$ cat src/rtl/rec_event_collector.sv
// Multi-channel event collector: a toggle on a channel's event bit captures its payload,
// captures are granted round-robin into a shared FIFO drained over valid/ready.
module rec_event_collector #(
    parameter int                 NUM_CH        = 2,
    parameter int                 DATA_W        = 4,
    parameter int                 DEPTH         = 8,
    parameter logic [DATA_W-1:0]  MATCH_PATTERN = DATA_W'(9),
    localparam int                CH_W          = (NUM_CH > 1) ? $clog2(NUM_CH) : 1,
    localparam int                CNT_W         = $clog2(DEPTH + 1)
) (
    input  logic                     clk,
    input  logic                     reset,
    input  logic [NUM_CH-1:0]        ch_evt,
    input  logic [NUM_CH*DATA_W-1:0] ch_data,
    output logic                     out_valid,
    input  logic                     out_ready,
    output logic [DATA_W-1:0]        out_data,
    output logic [CH_W-1:0]          out_ch,
    output logic                     out_match,
    output logic [CNT_W-1:0]         fifo_count,
    output logic                     overflow,
    output logic [15:0]              match_count
);
    localparam int               AW      = CNT_W - 1;
    localparam logic [CNT_W-1:0] DEPTH_C = CNT_W'(DEPTH);

    // Handshake: an entry transfers on any rising edge where out_valid && out_ready;
    // out_valid never depends on out_ready.

    logic                prime_q;
    logic [NUM_CH-1:0]   evt_q;
    logic [NUM_CH-1:0]   evt;
    logic [NUM_CH-1:0]   pend_q, pend_d;
    logic [DATA_W-1:0]   hold_q [NUM_CH];
    logic [CH_W-1:0]     rr_q, rr_d;
    logic [CH_W-1:0]     gnt_ch;
    logic                gnt_found;
    logic                grant;
    logic                pop;
    logic                ovf_q, ovf_d;
    logic [CNT_W-1:0]    wr_q, rd_q;
    logic [15:0]         mc_q;
    logic [DATA_W-1:0]   mem_data  [DEPTH];
    logic [CH_W-1:0]     mem_ch    [DEPTH];
    logic                mem_match [DEPTH];

    // The first edge after reset only primes evt_q so held-high inputs are not events.
    assign evt        = prime_q ? '0 : (ch_evt ^ evt_q);
    assign fifo_count = wr_q - rd_q;
    assign out_valid  = (wr_q != rd_q);
    assign pop        = out_valid && out_ready;

    always_comb begin
        gnt_found = 1'b0;
        gnt_ch    = '0;
        // Two passes give the rotated priority: channels at/after rr_q first, then the wrap.
        for (int j = 0; j < NUM_CH; j++) begin
            if (!gnt_found && (j >= int'(rr_q)) && pend_q[j]) begin
                gnt_found = 1'b1;
                gnt_ch    = CH_W'(j);
            end
        end
        for (int j = 0; j < NUM_CH; j++) begin
            if (!gnt_found && (j < int'(rr_q)) && pend_q[j]) begin
                gnt_found = 1'b1;
                gnt_ch    = CH_W'(j);
            end
        end
        grant = gnt_found && ((fifo_count != DEPTH_C) || pop);
        rr_d  = rr_q;
        if (grant) begin
            rr_d = (gnt_ch == CH_W'(NUM_CH - 1)) ? '0 : gnt_ch + 1'b1;
        end
    end

    always_comb begin
        pend_d = pend_q;
        ovf_d  = ovf_q;
        if (grant) begin
            pend_d[gnt_ch] = 1'b0;
        end
        // A re-event only loses data if the old capture was not granted this same edge.
        for (int i = 0; i < NUM_CH; i++) begin
            if (evt[i]) begin
                if (pend_d[i]) begin
                    ovf_d = 1'b1;
                end
                pend_d[i] = 1'b1;
            end
        end
    end

    always_ff @(posedge clk or posedge reset) begin
        if (reset) begin
            prime_q <= 1'b1;
            evt_q   <= '0;
            pend_q  <= '0;
            rr_q    <= '0;
            ovf_q   <= 1'b0;
            wr_q    <= '0;
            rd_q    <= '0;
            mc_q    <= '0;
            for (int i = 0; i < NUM_CH; i++) begin
                hold_q[i] <= '0;
            end
        end else begin
            prime_q <= 1'b0;
            evt_q   <= ch_evt;
            pend_q  <= pend_d;
            rr_q    <= rr_d;
            ovf_q   <= ovf_d;
            for (int i = 0; i < NUM_CH; i++) begin
                if (evt[i]) begin
                    hold_q[i] <= ch_data[i*DATA_W +: DATA_W];
                end
            end
            if (grant) begin
                wr_q <= wr_q + 1'b1;
            end
            if (pop) begin
                rd_q <= rd_q + 1'b1;
            end
            if (pop && out_match && (mc_q != 16'hFFFF)) begin
                mc_q <= mc_q + 16'd1;
            end
        end
    end

    // Storage needs no reset: the pointers alone define which entries are live.
    always_ff @(posedge clk) begin
        if (grant) begin
            mem_data[wr_q[AW-1:0]]  <= hold_q[gnt_ch];
            mem_ch[wr_q[AW-1:0]]    <= gnt_ch;
            mem_match[wr_q[AW-1:0]] <= (hold_q[gnt_ch] == MATCH_PATTERN);
        end
    end

    assign out_data    = out_valid ? mem_data[rd_q[AW-1:0]] : '0;
    assign out_ch      = out_valid ? mem_ch[rd_q[AW-1:0]] : '0;
    assign out_match   = out_valid ? mem_match[rd_q[AW-1:0]] : 1'b0;
    assign overflow    = ovf_q;
    assign match_count = mc_q;

endmodule

$ cat config.mk
export PLATFORM = sky130hd
export DESIGN_NAME = rec_event_collector
export DESIGN_NICKNAME = d
export VERILOG_FILES = /design/src/rtl/rec_event_collector.sv
export SDC_FILE = /design/constraint.sdc
export NUM_CORES = 1
export LEC_CHECK = 0
export BUFFER_PORTS_ARGS = -buffer_cell sky130_fd_sc_hd__buf_2
export CORE_MARGIN = 5
export CORE_UTILIZATION = 55
export DETAILED_ROUTE_END_ITERATION = 10
export PLACE_DENSITY_LB_ADDON = 0.08
export SLEW_MARGIN = 10
export SYNTH_ARGS = -nofsm -noshare
export SYNTH_HDL_FRONTEND = slang
export SYNTH_SLANG_ARGS = --single-unit
$ cat constraint.sdc
create_clock -name clk -period 3.1 [get_ports clk]
set_clock_uncertainty 0.1 [all_clocks]
set_input_delay 0.31 -clock clk [delete_from_list [all_inputs] [get_ports clk]]
set_output_delay 0.31 -clock clk [all_outputs]
set_load 0.05 [all_outputs]
Yosys cells after proc, flatten, opt, wreduce, memory -nomap -nowiden
Memory sizes are Yosys's and may differ from the RTL's.
Index checks and enable logic that the tools add are counted.

cells by class
  add/subtract/negate cells = 5
  reduce and logical (&&, ||, !) cells = 12
  multiplexer cells = 24
  order comparisons = 5
  equal/unequal tests = 4
  bitwise gates (word level) = 4

operator list
  kind                                                count
  two-way mux 1 bit                                   17
  adder 16 x 1 -> 16 bit, second input constant       1
  two-way mux 4 bit                                   4
  inequality test 16 bit, second input constant       1
  logical AND 1 bit                                   9
  adder 4 x 1 -> 4 bit, second input constant         2
  equality test 4 bit, second input constant          1
  two-way mux 2 bit                                   2
  inequality test 4 bit                               1
  inequality test 4 bit, second input constant        1
  subtractor 4 bit                                    1
  AND 2 bit                                           1
  >= comparator 2 bit, second input constant          1
  zero test 1 bit                                     2
  < comparator 1 x 2 -> 1 bit, second input constant  1
  NOT 1 -> 2 bit                                      1
  NOT 2 bit                                           1
  bitwise XOR 2 bit                                   1
  adder 1 bit, second input constant                  1
  demux 1 bit (select 1 bit)                          1
  >= comparator 1 bit, first input constant           1
  >= comparator 1 bit, second input constant          1
  logical OR 1 bit                                    1
  < comparator 1 bit, first input constant            1

word-level totals
  register bits after elaboration = 39
  memories kept = 3
  output and inout bits = 28
  input bits = 13
  RAM bits = 48
  logic and storage cells = 67

memory list
  memory     depth  bits a word  read ports  clocked after Yosys merged registers in  wr ports  line  RTL
  mem_data   8      4            1           0                                        1         43    logic [DATA_W-1:0] mem_data [DEPTH];
  mem_ch     8      1            1           0                                        1         44    logic [CH_W-1:0] mem_ch [DEPTH];
  mem_match  8      1            1           0                                        1         45    logic mem_match [DEPTH];

Depth between registers and ports, before layout
Gate-level depths: netlist of run 1.

  depth in word-level cells = 21
  gate-level depth with buffers = 9
  mapped depth without buffers = 8

Worst setup path before layout of run 1
Ideal clock, no wire load.

  path type = reg-to-reg
  start = register wr_q[0]
  end = memory mem_ch[4] (netlist name) (enable)
  library setup time = 0.378 ns
  stages on the path, launching flop included = 9
  buffers on the path = 0
  setup slack = -0.569 ns
  data required time = 2.622 ns
  arrival = 3.190 ns
  clock period less this slack = 3.669 ns
  cells stage by stage = dfrtp_1 inv_1 ha_1 fa_1 xnor2_1 nor3_1 a41oi_2 nand2_1 nor3b_1

between the ends
  longest elaborated chain between the ends = 6
  elaborated cells between the ends (all ways) = 8
  classes of those cells = add/sub (1); eq/ne (2); mux (2); reduce/logical (3)

RTL lines
  what                                     line  RTL
  start: declaration                       41    logic [CNT_W-1:0] wr_q, rd_q;
  start signal: assignment                 118   wr_q <= wr_q + 1'b1;
  subtractor 4 bit                         49    assign fifo_count = wr_q - rd_q;
  named net fifo_count[2]                  20    output logic [CNT_W-1:0] fifo_count,
  inequality test 4 bit                    69    grant = gnt_found && ((fifo_count != DEPTH_C) || pop);
  logical OR 1 bit                         69
  logical AND 1 bit                        69
  two-way mux 1 bit                        131   if (grant) begin
  two-way mux 1 bit (not written as such)  133   mem_ch[wr_q[AW-1:0]] <= gnt_ch;
  end: declaration                         44

The timed path passes the listed nets, and every way through them passes these cells.

Worst setup path in the final report of run 1
  start = register wr_q[0]
  end = memory mem_data[6][0] (enable)

between the ends
  longest elaborated chain between the ends = 6
  elaborated cells between the ends (all ways) = 8
  classes of those cells = add/sub (1); eq/ne (2); mux (2); reduce/logical (3)

RTL lines
  what                                                        line    RTL
  subtractor 4 bit or inequality test 4 bit (tied branches)   49, 50
  inequality test 4 bit or logical AND 1 bit (tied branches)  69, 51
  logical OR 1 bit                                            69
  logical AND 1 bit                                           69
  two-way mux 1 bit                                           131
  two-way mux 1 bit (not written as such)                     132     mem_data[wr_q[AW-1:0]] <= hold_q[gnt_ch];
  end: declaration                                            43

Parallel ways exist; a longest one is shown, timed or not.

==> results of run 1 <==
flip-flops by register name (all words and copies together) (netlist names):
name	count
mem_ch	8
hold_q	8
mem_match	8
overflow	1
prime_q	1
pend_q	2
mem_data	32
rd_q	4
match_count	16
rr_q	1
wr_q	4
evt_q	2
where the power goes:
group          internal (W)  switching (W)
clock network      0.000478       0.000391
registers           0.00154       0.000144
logic              0.000868        0.00171
total               0.00288        0.00224
layout by cell type (no fill, tap or decap), types with 2 or more instances in the layout:
master / instances
buf_4: 17
nand4_1: 12
xor2_1: 4
dlygate4sd3_1: 3
and3_1: 2
nor2b_1: 2
mux4_2: 11
nor2_1: 11
nor3_1: 4
nand2b_1: 2
xnor2_1: 19
clkbuf_1: 3
ha_1: 6
buf_2: 40
clkbuf_8: 10
and2_1: 2
o21ai_0: 3
mux2_2: 15
bufinv_16: 2
and4_1: 2
nand2_1: 26
inv_1: 10
edfxtp_1: 48
nand3_1: 7
dfrtp_1: 38
nor3_2: 4
nor3b_4: 2
a21o_1: 3
a21oi_1: 7
layer usage:
| layer | share of wire (%) | wire length, µm |
|---|---|---|
| met1 | 50 | 3690 |
| met4 | 1.5 | 109 |
| met3 | 2.6 | 189 |
| met2 | 46 | 3410 |
| met5 | 0 | 0 |
area by class of cell:
type / instances / area [µm²] / area share, %
inverter: 10 / 37.5 / 0.836
multi-input combinational: 158 / 1360 / 30.2
timing repair buffer: 60 / 358 / 7.97
tap: 80 / 100 / 2.23
clock inverter: 3 / 67.6 / 1.51
clock buffer: 13 / 149 / 3.32
sequential: 87 / 2420 / 53.9
critical path, stage by stage, from the launching register on:
cell and delay [ns]:
dfrtp_1 0.40, inv_1 0.10, ha_1 0.22, fa_1 0.45, xnor2_4 0.17, nor3_1 0.08
a41oi_2 0.25, nand2_1 0.15, buf_4 0.17, nor2_1 0.45
final timing paths:
path | from | cells after the start | to
hold reg to reg | overflow | 2 | overflow
setup reg to reg | wr_q[0] | 9 | mem_data[6][0]
hold / removal | ch_data[5] | 2 | hold_q[1]
setup / recovery | wr_q[0] | 9 | mem_data[6][0]
min in group asynchronous | reset | 4 | evt_q[1]
max in group asynchronous | reset | 4 | match_count[14]
cell families (layout without fill, tap and decap cells):
logic type	count (synthesis)	count (layout)	share of synthesized area (%)
DFF	87	87	63.7
and+or+nand+nor	81	81	11.2
muxes	28	28	12.1
xor gates and xnor gates	24	24	5.53
AOI/OAI and AO/OA	17	17	2.93
buffers and inverters	16	86	2.04
adders and majority gates	7	7	2.50
other	1	1	0.0987
timing repair:
action / in CTS / in global routing
gates resized for setup: 0 / 5
hold buffers: 3 / 0
setup endpoints to repair: 0 / 24
endpoints found under the hold margin: 40 / 0
metrics by stage:
stage | cells | hold slack [ns] | cell area, µm² | util [%] | power, W
3_5_place_dp | 392 | 0.348 | 4220 | 62.4 | 0.00426
2_1_floorplan | 261 | 0.241 | 3830 | - | 0.00359
4_1_cts | 411 | 0.0746 | 4460 | 66.0 | 0.00513
3_3_place_gp | 392 | 0.342 | 4220 | 62.4 | 0.00422
6_report | 411 | 0.0824 | 4490 | 66.4 | 0.00513
5_1_grt | 411 | 0.0816 | 4490 | 66.4 | 0.00540
==> results.yml, run 1 <==
layout:
  layout-drive-gt1-share_pct: 33.2
  antenna_cells: 0
  area_delta_synth_final_pct: 18.1
  final_nets: 346
  nFillCells: 506
drt:
  vias_per_cell: 5.56
  wl_um: 7390
  first_iter_violations: 123
  ant_nets: 0
  drt-wirelength-per-cell_um: 18.0
  route.detailed.drc: 0
  vias: 2284
  first_pass_iters: 5
sta:
  post-route-period-util_pct: 93.3
  fin_setup_tns_ns: 0
  setup_slack_ns: 0.208
  report.final.slew_viol_count: 0
  fin_crit_ns: 2.89
  setup_viol: 0
  fmax_ghz: 0.346
  grt_setup_unrepaired: "no"
  hold_violations: 0
  slew_headroom_pct: 61.0
  worst_pin_slew_ns: 0.581
critical_path:
  required_ns: 2.99
  worstSetupPathType: "reg2reg"
  startpoint_type: "register"
  reg2reg_setup_slack_ns: 0.21
  path_max_fanout: 6
  crit_arrival_ns: 2.78
  end_kind: "register"
floorplan:
  initial_utilization_pct: 56.2
  rows: 30
  fp.dieW_um: 93.1
  die_area_mm2: 0.00867
  fp.dieH_um: 93.1
  num_io_pins: 41
  core_mm2: 0.00676
global_route:
  grt_pass1_wl_um: 12000
  grt_antenna_before_repair: 0
  grtUsageMet3_pct: 3.54
  grt_max_degree: 40
  busiest_layer: "met2"
  grt_util_all_layers_pct: 18.3
  met1_usage_pct: 26.8
  grtUsageMet2_pct: 27.0
  grt_pass1_vias: 2305
  grt_overflow: 0
synth:
  seq_area_frac_synth_pct: 63.7
  ys_types: 39
  synth_common_cells: "48 x edfxtp_1, 38 x dfrtp_1, 26 x nand2_1"
  synthArstFlopShare_pct: 44.8
  syn_avg_cell_area_um2: 14.6
  synth_area_leaders: "edfxtp_1 38%, dfrtp_1 25%, mux4_2 6.5%"
  synth_edf_count: 48
  synth_most_common_cell: "edfxtp_1"
  ys_ff_latch: 87
  synth_top_area_share_pct: 37.9
  ys_warn_count: 0
  syn_inst: 261
  synth_largest_area_cell: "edfxtp_1"
  synth-main-ff-cell: "edfxtp_1"
  syn_nets: 281
  syn_area_mm2: 0.00380
clocking:
  clk_pin_slew_worst_paths_ns: 0.08
  clockRootBuffer: "clkbuf_8"
  worst_skew_pair.late_latency_ns: 0.35
  postCtsSetupBuffers: 0
  cts_tree: "done"
  cts_buffer_depth: 2
  ctsHtreeMaxLevel: 3
  numCtsBuffers: 9
  cts_sinks: 87
placed_design:
  hpwl_um: 5070
  place_ws_ns: 0.0278
  place_congestion: 0.805
  port-buffer-count: 40
power:
  ir_drop_uv: 495
  p_per_area_mw_per_mm2: 1140
  leakagePower_nw: 1.82
flow_run:
  drv_cap: 0
run_status:
  outcome: "finished, final reports clean"
min_path:
  hp-class: "in2reg"
Power figures use the tool's default switching activity.
==> run 2: changes to the inputs <==
- CELL_PAD_IN_SITES_DETAIL_PLACEMENT: not set -> 1
- CELL_PAD_IN_SITES_GLOBAL_PLACEMENT: not set -> 1
- CORE_UTILIZATION: 55 -> 50
- CTS_BUF_LIST: not set -> sky130_fd_sc_hd__clkbuf_8
==> results.yml, run 2 (synthesis results as in run 1) <==
placed_design:
  place_congestion: 0.779
  hpwl_um: 6430
  port-buffer-count: 40
  dp_cells: 414
  dpl_cell_area_mm2: 0.00426
run_status:
  outcome: "finished, final reports clean"
layout:
  largest_register_ffs: 32
  final_cell_mix: "48 x edfxtp_1, 40 x buf_2, 38 x dfrtp_1"
  multi_input_area_mm2: 0.00136
  area_delta_synth_final_pct: 18.3
  nFillCells: 726
  final_common_cell: "edfxtp_1"
  layout-drive-gt1-share_pct: 34.4
  antenna_cells: 0
  regArea_mm2: 0.00242
  final_nets: 349
  final_area_mm2: 0.00449
  finalNonFillerCells: 433
critical_path:
  critPathLaunch: "wr_q[0]"
  required_ns: 3.02
  worstSetupPathType: "reg2reg"
  cp_cell_sequence: "inv_1, ha_1, fa_1, xnor2_4, nor3_1, a41oi_2, nand2_1, buf_4, nor3b_4"
  end_kind: "register"
  crit_arrival_ns: 2.80
  r2r_start: "wr_q[0]"
  slowest_stage: "fa_1"
  path_max_fanout: 6
  startpoint_type: "register"
  max_stage_delay_ns: 0.46
drt:
  first_pass_iters: 5
  first_iter_violations: 89
  route.detailed.drc: 0
  ant_nets: 0
  drt-wirelength-per-cell_um: 20.0
  wl_um: 8660
  vias_per_cell: 5.51
  vias: 2387
sta:
  slew_headroom_pct: 63.0
  fin_crit_ns: 2.89
  hold_violations: 0
  fmax_ghz: 0.346
  grt_setup_unrepaired: "no"
  fin_setup_tns_ns: 0
  post-route-period-util_pct: 93.2
  setup_viol: 0
  report.final.slew_viol_count: 0
  worst_pin_slew_ns: 0.553
power:
  p_per_area_mw_per_mm2: 1130
  leakagePower_nw: 1.82
  ir_drop_uv: 514
  total_power_w: 0.00507
min_path:
  hp-class: "in2reg"
  min_from: "ch_data[4]"
floorplan:
  fp.dieH_um: 97.2
  num_io_pins: 41
  fp.dieW_um: 97.2
  initial_utilization_pct: 51.8
  die_area_mm2: 0.00944
  core_mm2: 0.00733
  rows: 31
global_route:
  grt_antenna_before_repair: 0
  grt_pass1_vias: 2591
  grt_max_degree: 40
  grt_util_all_layers_pct: 19.5
  grt_overflow: 0
  grt_pass1_wl_um: 14200
clocking:
  cts_sinks: 87
  cts_buffer_depth: 2
  worst_skew_pair.late_latency_ns: 0.35
  numCtsBuffers: 9
  clk_pin_slew_worst_paths_ns: 0.10
  ctsHtreeMaxLevel: 3
  cts_tree: "done"
  clockRootBuffer: "clkbuf_8"
flow_run:
  drv_cap: 0
==> run 2: layout make-up <==
cell class | instances | area share [%]
multi-input combinational | 158 | 30.2
inverter | 10 | 0.835
timing repair buffer | 63 | 8.47
clock inverter | 7 | 1.20
sequential | 87 | 53.8
tap | 99 | 2.76
clock buffer | 9 | 2.76
==> run 2: worst max-delay path, delay by kind of cell (launching register included) <==
family	cells	cell delay, ns
buffers and inverters	2	0.30
and+or+nand+nor	3	0.61
adders and majority gates	2	0.70
DFF	1	0.41
xor gates and xnor gates	1	0.16
AOI/OAI and AO/OA	1	0.27
==> run 2: metal layers <==
metal	vias up	track usage [%]	wire length, µm
li1	1098	-	-
met3	10	4.16	415
met1	1217	26.4	3830
met5	-	0	0
met2	62	31.4	4300
met4	0	6.26	112
==> run 2: path summary, 6_finish.rpt <==
| check | end | slack [ns] | depth (start not counted) |
|---|---|---|---|
| max | mem_match[5] | 0.21 | 9 |
| min reg2reg | rd_q[3] | 0.41 | 1 |
| min | hold_q[0] | 0.08 | 2 |
| max in group asynchronous | prime_q | 2.02 | 4 |
| max reg2reg | mem_match[5] | 0.21 | 9 |
| min in group asynchronous | match_count[1] | 0.51 | 4 |
==> run 2: report_power, final <==
group	switching, W	internal [W]	total [W]
clock	0.000424	0.000301	0.000725
combinational	0.00174	0.000898	0.00263
sequential	0.000169	0.00154	0.00171
==> run 2: through the flow <==
| step | hold slack (ns) | setup slack, ns | utilization (%) |
|---|---|---|---|
| 3_5_place_dp | 0.345 | 0.0413 | 58.1 |
| 6_report | 0.0798 | 0.212 | 61.3 |
| 4_1_cts | 0.0648 | 0.000224 | 61.0 |
| 2_1_floorplan | 0.241 | -0.0265 | - |
| 3_3_place_gp | 0.343 | 0.242 | 58.1 |
| 5_1_grt | 0.0582 | 0.00486 | 61.3 |
==> run 2: timing repair <==
| action | 4_1_cts | 5_1_grt |
|---|---|---|
| buffers inserted | 0 | 0 |
| hold buffers | 3 | 0 |
| hold endpoints to repair | 40 | 0 |
| setup endpoints to repair | 0 | 30 |
| resized for setup | 0 | 5 |
